File: src/rtl/pic_display_ctrl.sv
// pic_display_ctrl
//   Picture-overlay engine for the VGA pipeline. The current scan position is
//   mapped onto a movable IMG_W x IMG_H window. Scan points inside the window
//   fetch a packed RGB pixel from an external synchronous image ROM. That pixel
//   is expanded to 24-bit colour. Points outside the window get BG_COLOR. The
//   window origin is updated once per frame. It can be static, scroll
//   horizontally, bounce, or be frozen.
//
// Ports
//   clk       pixel clock (only clock)
//   rst       synchronous active-high reset
//   en        display enable; 0 blanks vga_data while the pipeline keeps running
//   mode      00 STATIC, 01 HSCROLL, 10 BOUNCE, 11 FREEZE (sampled on frame tick)
//   h_addr    current scan column
//   v_addr    current scan row
//   rom_addr  registered image ROM address (row-major inside the window)
//   rom_data  image ROM read data, valid ROM_LAT cycles after rom_addr
//   vga_data  registered {R,G,B} output, ROM_LAT+2 cycles after h_addr/v_addr
//   pos_x     current window X origin
//   pos_y     current window Y origin
module pic_display_ctrl #(
  parameter int          PIX_W    = 12,
  parameter int          IMG_W    = 256,
  parameter int          IMG_H    = 192,
  parameter int          ADDR_W   = 16,
  parameter int          H_ACTIVE = 640,
  parameter int          V_ACTIVE = 480,
  parameter int          ROM_LAT  = 1,
  parameter int          STEP     = 2,
  parameter int          X_INIT   = 0,
  parameter int          Y_INIT   = 0,
  parameter logic [23:0] BG_COLOR = 24'h000000
) (
  input  logic              clk,
  input  logic              rst,
  input  logic              en,
  input  logic [1:0]        mode,
  input  logic [9:0]        h_addr,
  input  logic [9:0]        v_addr,
  output logic [ADDR_W-1:0] rom_addr,
  input  logic [PIX_W-1:0]  rom_data,
  output logic [23:0]       vga_data,
  output logic [9:0]        pos_x,
  output logic [9:0]        pos_y
);

  localparam int          C      = PIX_W / 3;
  localparam logic [10:0] XL     = 11'(H_ACTIVE - IMG_W);
  localparam logic [10:0] YL     = 11'(V_ACTIVE - IMG_H);
  localparam logic [10:0] IW11   = 11'(IMG_W);
  localparam logic [10:0] IH11   = 11'(IMG_H);
  localparam logic [10:0] STEP11 = 11'(STEP);
  localparam logic [9:0]  STEP10 = 10'(STEP);

  typedef enum logic [1:0] {
    MODE_STATIC  = 2'b00,
    MODE_HSCROLL = 2'b01,
    MODE_BOUNCE  = 2'b10,
    MODE_FREEZE  = 2'b11
  } mode_t;

  mode_t               r_mode;
  logic [9:0]          r_pos_x, r_pos_y;
  logic                r_dir_x, r_dir_y;     // 1 = moving positive
  logic                r_prev_zero;
  logic                r_in_s1, r_en_s1;
  logic [ROM_LAT-1:0]  r_in_dly, r_en_dly;
  logic [ADDR_W-1:0]   r_rom_addr;
  logic [23:0]         r_vga;

  logic                w_at_zero, w_tick, w_inside;
  mode_t               w_mode;
  logic [9:0]          w_dx, w_dy;
  logic [ADDR_W-1:0]   w_lin;
  logic [9:0]          w_pos_x_n, w_pos_y_n;
  logic                w_dir_x_n, w_dir_y_n;

  // Widen a C-bit channel to 8 bits by repeating it MSB-first.
  function automatic logic [7:0] expand(input logic [C-1:0] c);
    logic [7:0] e;
    for (int i = 0; i < 8; i++) e[7-i] = c[C-1-(i%C)];
    return e;
  endfunction

  // One axis of the bounce motion: reflect at 0 and at lim.
  function automatic void bounce(input logic [9:0] p, input logic d,
                                 input logic [10:0] lim,
                                 output logic [9:0] p_n, output logic d_n);
    if (d) begin
      if (({1'b0, p} + STEP11) > lim) begin
        d_n = 1'b0;
        p_n = p - STEP10;
      end else begin
        d_n = 1'b1;
        p_n = p + STEP10;
      end
    end else begin
      if (p < STEP10) begin
        d_n = 1'b1;
        p_n = p + STEP10;
      end else begin
        d_n = 1'b0;
        p_n = p - STEP10;
      end
    end
  endfunction

  // A frame tick fires only on the first cycle at (0,0), so a scan source
  // that dwells on the origin still moves the window once per frame.
  assign w_at_zero = (h_addr == 10'd0) && (v_addr == 10'd0);
  assign w_tick    = w_at_zero && !r_prev_zero;
  assign w_mode    = w_tick ? mode_t'(mode) : r_mode;

  // Bounds are computed in 11 bits so x0+IMG_W cannot wrap.
  assign w_inside = (h_addr >= r_pos_x) && ({1'b0, h_addr} < ({1'b0, r_pos_x} + IW11)) &&
                    (v_addr >= r_pos_y) && ({1'b0, v_addr} < ({1'b0, r_pos_y} + IH11));
  assign w_dx  = h_addr - r_pos_x;
  assign w_dy  = v_addr - r_pos_y;
  assign w_lin = ADDR_W'(w_dy) * ADDR_W'(IMG_W) + ADDR_W'(w_dx);

  always_comb begin
    w_pos_x_n = r_pos_x;
    w_pos_y_n = r_pos_y;
    w_dir_x_n = r_dir_x;
    w_dir_y_n = r_dir_y;
    if (w_tick) begin
      case (w_mode)
        MODE_STATIC: begin
          w_pos_x_n = 10'(X_INIT);
          w_pos_y_n = 10'(Y_INIT);
        end
        MODE_HSCROLL: begin
          w_pos_x_n = (({1'b0, r_pos_x} + STEP11) > XL) ? 10'd0 : r_pos_x + STEP10;
        end
        MODE_BOUNCE: begin
          bounce(r_pos_x, r_dir_x, XL, w_pos_x_n, w_dir_x_n);
          bounce(r_pos_y, r_dir_y, YL, w_pos_y_n, w_dir_y_n);
        end
        default: begin
          // FREEZE: hold position and directions
        end
      endcase
    end
  end

  always_ff @(posedge clk) begin
    if (rst) begin
      r_mode      <= MODE_STATIC;
      r_pos_x     <= 10'(X_INIT);
      r_pos_y     <= 10'(Y_INIT);
      r_dir_x     <= 1'b1;
      r_dir_y     <= 1'b1;
      r_prev_zero <= 1'b0;
      r_in_s1     <= 1'b0;
      r_en_s1     <= 1'b0;
      r_in_dly    <= '0;
      r_en_dly    <= '0;
      r_rom_addr  <= '0;
      r_vga       <= 24'h000000;
    end else begin
      r_prev_zero <= w_at_zero;
      r_mode      <= w_mode;
      r_pos_x     <= w_pos_x_n;
      r_pos_y     <= w_pos_y_n;
      r_dir_x     <= w_dir_x_n;
      r_dir_y     <= w_dir_y_n;

      // Stage 1: window test and address; address holds while outside.
      r_in_s1 <= w_inside;
      r_en_s1 <= en;
      if (w_inside) r_rom_addr <= w_lin;

      // Delay line aligning inside/en with rom_data.
      r_in_dly[0] <= r_in_s1;
      r_en_dly[0] <= r_en_s1;
      for (int i = 1; i < ROM_LAT; i++) begin
        r_in_dly[i] <= r_in_dly[i-1];
        r_en_dly[i] <= r_en_dly[i-1];
      end

      // Output stage.
      if (!r_en_dly[ROM_LAT-1])
        r_vga <= 24'h000000;
      else if (!r_in_dly[ROM_LAT-1])
        r_vga <= BG_COLOR;
      else
        r_vga <= {expand(rom_data[PIX_W-1 -: C]),
                  expand(rom_data[2*C-1 -: C]),
                  expand(rom_data[C-1:0])};
    end
  end

  assign rom_addr = r_rom_addr;
  assign vga_data = r_vga;
  assign pos_x    = r_pos_x;
  assign pos_y    = r_pos_y;

endmodule
File: config.mk
export PLATFORM = sky130hd
export DESIGN_NAME = pic_display_ctrl
export DESIGN_NICKNAME = d
export VERILOG_FILES = /design/src/rtl/pic_display_ctrl.sv
export SDC_FILE = /design/constraint.sdc
export NUM_CORES = 1
export LEC_CHECK = 0
export ABC_AREA = 1
export CAP_MARGIN = 20
export CORE_AREA = 2 2 103 105
export CTS_BUF_LIST = sky130_fd_sc_hd__clkbuf_2 sky130_fd_sc_hd__clkbuf_4 sky130_fd_sc_hd__clkbuf_8
export DETAILED_ROUTE_END_ITERATION = 12
export DIE_AREA = 0 0 105 107
export PLACE_DENSITY = 0.67
export SYNTH_ARGS = -nofsm -noshare
export SYNTH_HDL_FRONTEND = slang
export SYNTH_SLANG_ARGS = --single-unit
File: constraint.sdc
create_clock -name clk -period 6.4 [get_ports clk]
set_clock_uncertainty 0.1 [all_clocks]
set_input_delay 1.28 -clock clk [delete_from_list [all_inputs] [get_ports clk]]
set_output_delay 1.28 -clock clk [all_outputs]
set_load 0.1 [all_outputs]
==> impl_metrics.env <==
export IMPL_status="finished clean"
export IMPL_detail_route_wl_per_cell_um=13.5
export IMPL_clkPwrFrac_pct=28.8
export IMPL_dp_slack_ns=1.70
export IMPL_io_buffers=94
export IMPL_worst_setup_path_type="input port to flip-flop"
export IMPL_p_comb_share_pct=23.2
export IMPL_p_sw_share_pct=32.6
export IMPL_postCtsResizedCells=0
export IMPL_die_width_um=105
export IMPL_critical_path_max_stage_delay_ns=0.42
export IMPL_grt_pass1_vias=4166
export IMPL_htreeDepth=2
export IMPL_layout_nets=809
export IMPL_yosys_warnings=0
export IMPL_hold_buffers=0
export IMPL_initial_core_util_pct=43.9
export IMPL_ys_flop_type="dfxtp_1"
export IMPL_syn_inst=656
export IMPL_rsz0062_at_grt="no"
export IMPL_synth_seq_cells=55
export IMPL_async_reset_ff_share_pct=0
export IMPL_critPathTopFamily="simple AND/OR/NAND/NOR gates"
export IMPL_seqPwrFrac_pct=48.0
export IMPL_groute_usage_overall_pct=21.2
export IMPL_routabilityCongestion=0.928
export IMPL_drive_gt1_share_pct=6.41
export IMPL_cp_num_buf_inv=2
export IMPL_clock_sinks=55
export IMPL_cp_max_fo=4
export IMPL_drc=0
export IMPL_p_leak_nw=2.39
export IMPL_tightest_slew_ns=0.983
export IMPL_post_cts_setup_buffer_count=0
export IMPL_required_ns=6.56
export IMPL_fillers=1054
export IMPL_critPathArrivalTime_ns=4.56
export IMPL_fin_ws_ns=2.00
export IMPL_final_common_cell="nand2_1"
export IMPL_core_area_mm2=0.0101
export IMPL_p_int_mw=0.492
export IMPL_hold_viol=0
export IMPL_clk_latency_ns=0.32
export IMPL_syn_avg_cell_area_um2=6.76
export IMPL_grt_max_degree=33
export IMPL_clkSlewWorstSetupHoldPaths_ns=0.10
export IMPL_max_slew_margin_pct=34.3
export IMPL_start_kind="input port"
export IMPL_antenna_found_initial=0
export IMPL_maxCapViolCount=0
export IMPL_root_buffer="clkbuf_8"
export IMPL_cts_tree="done"
export IMPL_tns_ns=0
export IMPL_die_h_um=107
export IMPL_cts_buffers=5
export IMPL_ys_seq_area_share_pct=24.8
export IMPL_layout_common_cells="nand2_1, clkdlybuf4s50_1, inv_1, nor2_1, dfxtp_1"
export IMPL_fmax_mhz=227
export IMPL_clk_path_buf_depth=2
export IMPL_io_pins=97
export IMPL_area_delta_synth_final_pct=23.8
export IMPL_min_period_ns=4.40
export IMPL_dp_hpwl_um=9310
export IMPL_seq_area_mm2=0.00110
export IMPL_ys_types=46
export IMPL_switchingPower_mw=0.238
export IMPL_slowest_stage="clkdlybuf4s50_1"
export IMPL_grt_pass1_wl_um=19600
export IMPL_setup_viol=0
export IMPL_vias=4360
export IMPL_dp_cells=860
export IMPL_multi_input_area_mm2=0.00283
export IMPL_timing_critical_path_mode_cell="nor2_1"
export IMPL_overflow=0
export IMPL_maxSlewViolCount=0
export IMPL_irDropWorstVdd_uv=103
export IMPL_antenna_cells=0
export IMPL_path_cells="clkdlybuf4s50_1 -> ha_1 -> o21a_1 -> nor2_1 -> o31ai_1 -> a21oi_1 -> o21ai_0 -> xor2_1 -> inv_1 -> ha_1 -> a21oi_1 -> nor2_1 -> nand3_1 -> nor2_1 -> nand2_1 -> or2_0 -> nand3_1 -> nand2_1 -> nor2_1"
export IMPL_rows=37
export IMPL_die_area_mm2=0.0112
export IMPL_period_share_pct=68.7
export IMPL_hp_class="flip-flop to flip-flop"
export IMPL_end_kind="flip-flop"
export IMPL_synth_edf_count=0
export IMPL_whs_ns=0.309
export IMPL_first_iter_violations=109
export IMPL_finalWirelength_um=11800
export IMPL_syn_area_mm2=0.00443
export IMPL_layoutNonFillerInstCount=869
export IMPL_dr_pass1_iters=4
export IMPL_p_per_area_mw_per_mm2=133
export IMPL_viasPerCell=5.02
export IMPL_ant_nets=0
final cells by class:
class / count / share of cell area [%]
Multi-Input combinational cell: 486 / 51.5
Sequential cell: 55 / 20.1
Timing Repair Buffer: 96 / 17.6
Inverter: 88 / 6.02
Tap cell: 136 / 3.10
Clock buffer: 5 / 1.25
Clock inverter: 3 / 0.502
sequential cells by signal, indices dropped and copies added, names as in the netlist, 2 cells and up:
signal and count:
rom_addr 16, vga_data 12, pos_y 9, pos_x 9, r_mode 2
worst paths after layout:
| path | start | to | slack [ns] | cells after the start |
|---|---|---|---|---|
| setup / recovery | h_addr[2] | rom_addr[15]$_SDFFE_PP0P_ | 2.00 | 19 |
| hold / removal | r_in_s1$_SDFF_PP0_ | r_in_dly$_SDFF_PP0_ | 0.31 | 2 |
| setup reg to reg | pos_x[1]$_SDFFE_PP0P_ | rom_addr[15]$_SDFFE_PP0P_ | 2.53 | 19 |
| hold reg to reg | r_in_s1$_SDFF_PP0_ | r_in_dly$_SDFF_PP0_ | 0.31 | 2 |
power groups by stage:
stage | combinational, mW | clock (mW) | sequential, mW
global placement | 0.166 | 0 | 0.359
detailed placement | 0.167 | 0 | 0.359
CTS | 0.168 | 0.220 | 0.351
floorplan | 0.0777 | 0 | 0.398
finish | 0.169 | 0.210 | 0.351
global route | 0.184 | 0.234 | 0.352
metrics by stage:
| stage | cell area (um^2) | power, mW | util (%) |
|---|---|---|---|
| after global placement | 5380 | 0.525 | 53.3 |
| after detailed placement | 5380 | 0.526 | 53.3 |
| after global routing | 5490 | 0.770 | 54.4 |
| final | 5490 | 0.730 | 54.4 |
| after floorplan | 4440 | 0.475 | - |
| after CTS | 5470 | 0.739 | 54.2 |
tightest hold or removal path: cells and delay by family (launching register included):
family / cells / cell delay [ns]
DFF: 1 / 0.31
and+or+nand+nor: 1 / 0.03
buffers and inverters: 1 / 0.04
routing by layer:
metal	share of wire, %	wire, um	vias to the layer above	global-route usage (%)
met5	0	0	-	0
met4	1.4	170	0	7.24
met3	3.3	386	12	2.43
met2	49	5750	94	35.9
met1	46	5460	1987	28.0
li1	-	-	2267	-
Yosys cell counts, types with 4 or more instances:
library cell    n  area (um^2)
ha_1           37          463
nand3_1        53          265
a21oi_2         4         35.0
a31oi_1         4         25.0
buf_4          19          143
clkbuf_1        6         22.5
inv_2           5         18.8
nand2_1       136          510
inv_1          82          308
o21ai_0        28          140
nand4_1        10         62.6
a21oi_1        50          250
nand3_2         4         40.0
nand2_2         7         43.8
xnor2_1         6         52.6
dfxtp_1        55         1100
o2111ai_1       4         35.0
nor2_2          6         37.5
xor2_1         26          228
nor2_1         66          248
o211ai_1        4         30.0
cells by family after synthesis:
| family | share of synthesized area (%) |
|---|---|
| flip-flops | 24.8 |
| AO/OA/AOI/OAI | 13.7 |
| adder cells (fa/ha/maj) | 11.8 |
| other | 0.169 |
| XOR/XNOR | 6.32 |
| buffers and inverters | 11.6 |
| AND/OR/NAND/NOR | 31.6 |
Note: power is estimated with default switching activity, not from simulation.
==> RTL change: new RTL, config.mk and constraints unchanged <==
Set the parameter `ADDR_W` to 17 (it was 16).
--- a/src/rtl/pic_display_ctrl.sv
+++ b/src/rtl/pic_display_ctrl.sv
@@ -23,5 +23,5 @@
   parameter int          IMG_W    = 256,
   parameter int          IMG_H    = 192,
-  parameter int          ADDR_W   = 16,
+  parameter int          ADDR_W   = 17,
   parameter int          H_ACTIVE = 640,
   parameter int          V_ACTIVE = 480,
Ports: changed (resized rom_addr); port bits go from 97 to 98. The function was not compared with the original's and may differ.
==> RTL change against the original RTL <==
Global-route usage rose by 0.43 points; routed wire length rose by 0.94%; sequential cell count rose by 1; worst setup slack got worse by 0.18 ns; synthesized cell count rose by 4.3%; final area rose by 2.9%; sequential power rose by 2%; first-iteration DRC count rose by 28%; synthesized area rose by 3.7%; maximum frequency fell by 4.0%; total power rose by 0.35%; count of clock-buffer cells in the layout did not move.
==> RTL change: results <==
group,metric,value,unit
run_status,outcome,"finished, final reports clean",
synth,synthTopCellsByCount,"nand2_1 (143), inv_1 (87), nor2_1 (71)",
placement,portBuffers,95,
finish,drive_above_1_share,6.55,%
timing,slew_headroom,33.8,%
placement,dp_hpwl,9.58,mm
finish,nFillCells,1013,
synth,synth.distinct_cells,46,
synth,seq_area_frac_synth,24.4,%
finish,fin_nets,839,
routing,drt-total-wl,11.9,mm
pwr,leakage,2.47,nW
routing,dr.pass1.iters,5,
synth,synthFlopType,"dfxtp_1",
setup_path,reg2reg_depth,20,
placement,place.gp.congestion,0.914,
timing,max_clock_freq,218,MHz
finish,antenna_cells,0,
setup_path,r2r_start,"pos_x[3]",
clocking,htreeDepth,2,
pwr,ir_worst_vdd,99.2,uV
synth,synth_top_area_share,24.4,%
routing,via_per_inst,5.00,
grt,grt_usage,21.6,%
worst_hold_path,hold_depth,2,
grt,grt_pass1_vias,4300,
clocking,clk_pin_slew,0.10,ns
worst_hold_path,whs_endpoint,"r_en_dly",
clocking,cts_max_path_buffers,2,
placement,dp_slack,1.48,ns
setup_path,rrSetupSlack,2.60,ns
clocking,cts_resized,0,
routing,dr.first_iter.drc_count,140,
synth,synthArstFlopShare,0,%
setup_path,r2r_end,"rom_addr[16]",
pwr,p_sw,0.000237,W
worst_hold_path,min_from,"r_en_s1",
grt,antenna_found_initial,0,
setup_path,path_max_fanout,3,
synth,synthTopCellsByArea,"dfxtp_1 (24%), nand2_1 (12%), ha_1 (10%)",
finish,largest_reg_flops,17,
grt,grt_pass1_wl,20.1,mm
clocking,cts_setup_buffers,0,
setup_path,worstPathArrival,4.70,ns
grt,grt_max_degree,31,
clocking,cts-root-buf,"clkbuf_8",
## RTL change: changes by cell type after synthesis, sizes merged, moves of 3 or more
cell and delta:
nand4 +5, nand3 +4, nor2 +4, o2111ai -3
o21ai +5, inv +5, xnor2 +3, nand2 +6
## RTL change: critical path, cell delays in order
cell             delay [ns]
clkdlybuf4s50_1        0.51
inv_1                  0.07
fa_1                   0.46
o21ai_0                0.29
nand3_1                0.11
nand2_1                0.10
a31oi_1                0.11
xor2_1                 0.16
ha_1                   0.18
inv_1                  0.05
fa_1                   0.38
or2_1                  0.26
nor2_1                 0.09
nand2_1                0.09
nor2_2                 0.17
nand2_1                0.07
o21bai_1               0.12
nand3_1                0.07
nand2_1                0.07
nor2_1                 0.04
## RTL change: final cells by class
class / instances / area [sq um] / share of cell area [%]
Timing Repair Buffer: 97 / 966 / 17.1
Clock buffer: 5 / 68.8 / 1.22
Clock inverter: 3 / 21.3 / 0.377
Inverter: 95 / 357 / 6.31
Sequential cell: 56 / 1120 / 19.8
Tap cell: 136 / 170 / 3.01
Multi-Input combinational cell: 507 / 2950 / 52.1
## RTL change: worst max-delay path by stage
stage                     depth (start not counted)            to      start
after global routing                             20  rom_addr[16]  h_addr[1]
after global placement                           20  rom_addr[16]  h_addr[1]
after CTS                                        20  rom_addr[16]  h_addr[1]
after detailed placement                         20  rom_addr[16]  h_addr[1]
after floorplan                                  19  rom_addr[16]  h_addr[1]
final                                            20  rom_addr[16]  h_addr[1]
## RTL change: layer usage
metal	vias up	wire length [um]	part of all wire (%)	track usage [%]
met2	68	5780	49	38.4
met3	12	389	3.3	2.55
met1	2065	5580	47	27.9
met5	-	0	0	0
li1	2351	-	-	-
met4	0	129	1.1	5.43
## RTL change: cells by family (layout without fill, tap and decap cells)
logic type	count (synthesis)	after routing	synth area share [%]
buffers and inverters	123	200	11.7
DFF	56	56	24.4
AOI/OAI and AO/OA	106	106	13.1
other	2	4	0.163
xor gates and xnor gates	33	33	6.29
adders and majority gates	40	40	11.4
and+or+nand+nor	324	324	32.9
## RTL change: through the flow
stage | power (W) | cells | hold slack, ns | cell area, sq um
2_1_floorplan | 0.000486 | 686 | 0.288 | 4600
3_3_place_gp | 0.000537 | 891 | 0.293 | 5560
3_5_place_dp | 0.000538 | 891 | 0.295 | 5560
4_1_cts | 0.000746 | 899 | 0.310 | 5650
5_1_grt | 0.000775 | 899 | 0.347 | 5650
6_report | 0.000733 | 899 | 0.310 | 5650
## RTL change: power groups by stage
stage	sequential [W]	combinational, W	clock [W]
2_1_floorplan	0.000404	0.0000816	0
3_3_place_gp	0.000365	0.000172	0
3_5_place_dp	0.000365	0.000173	0
4_1_cts	0.000357	0.000174	0.000215
5_1_grt	0.000358	0.000189	0.000228
6_report	0.000357	0.000173	0.000202
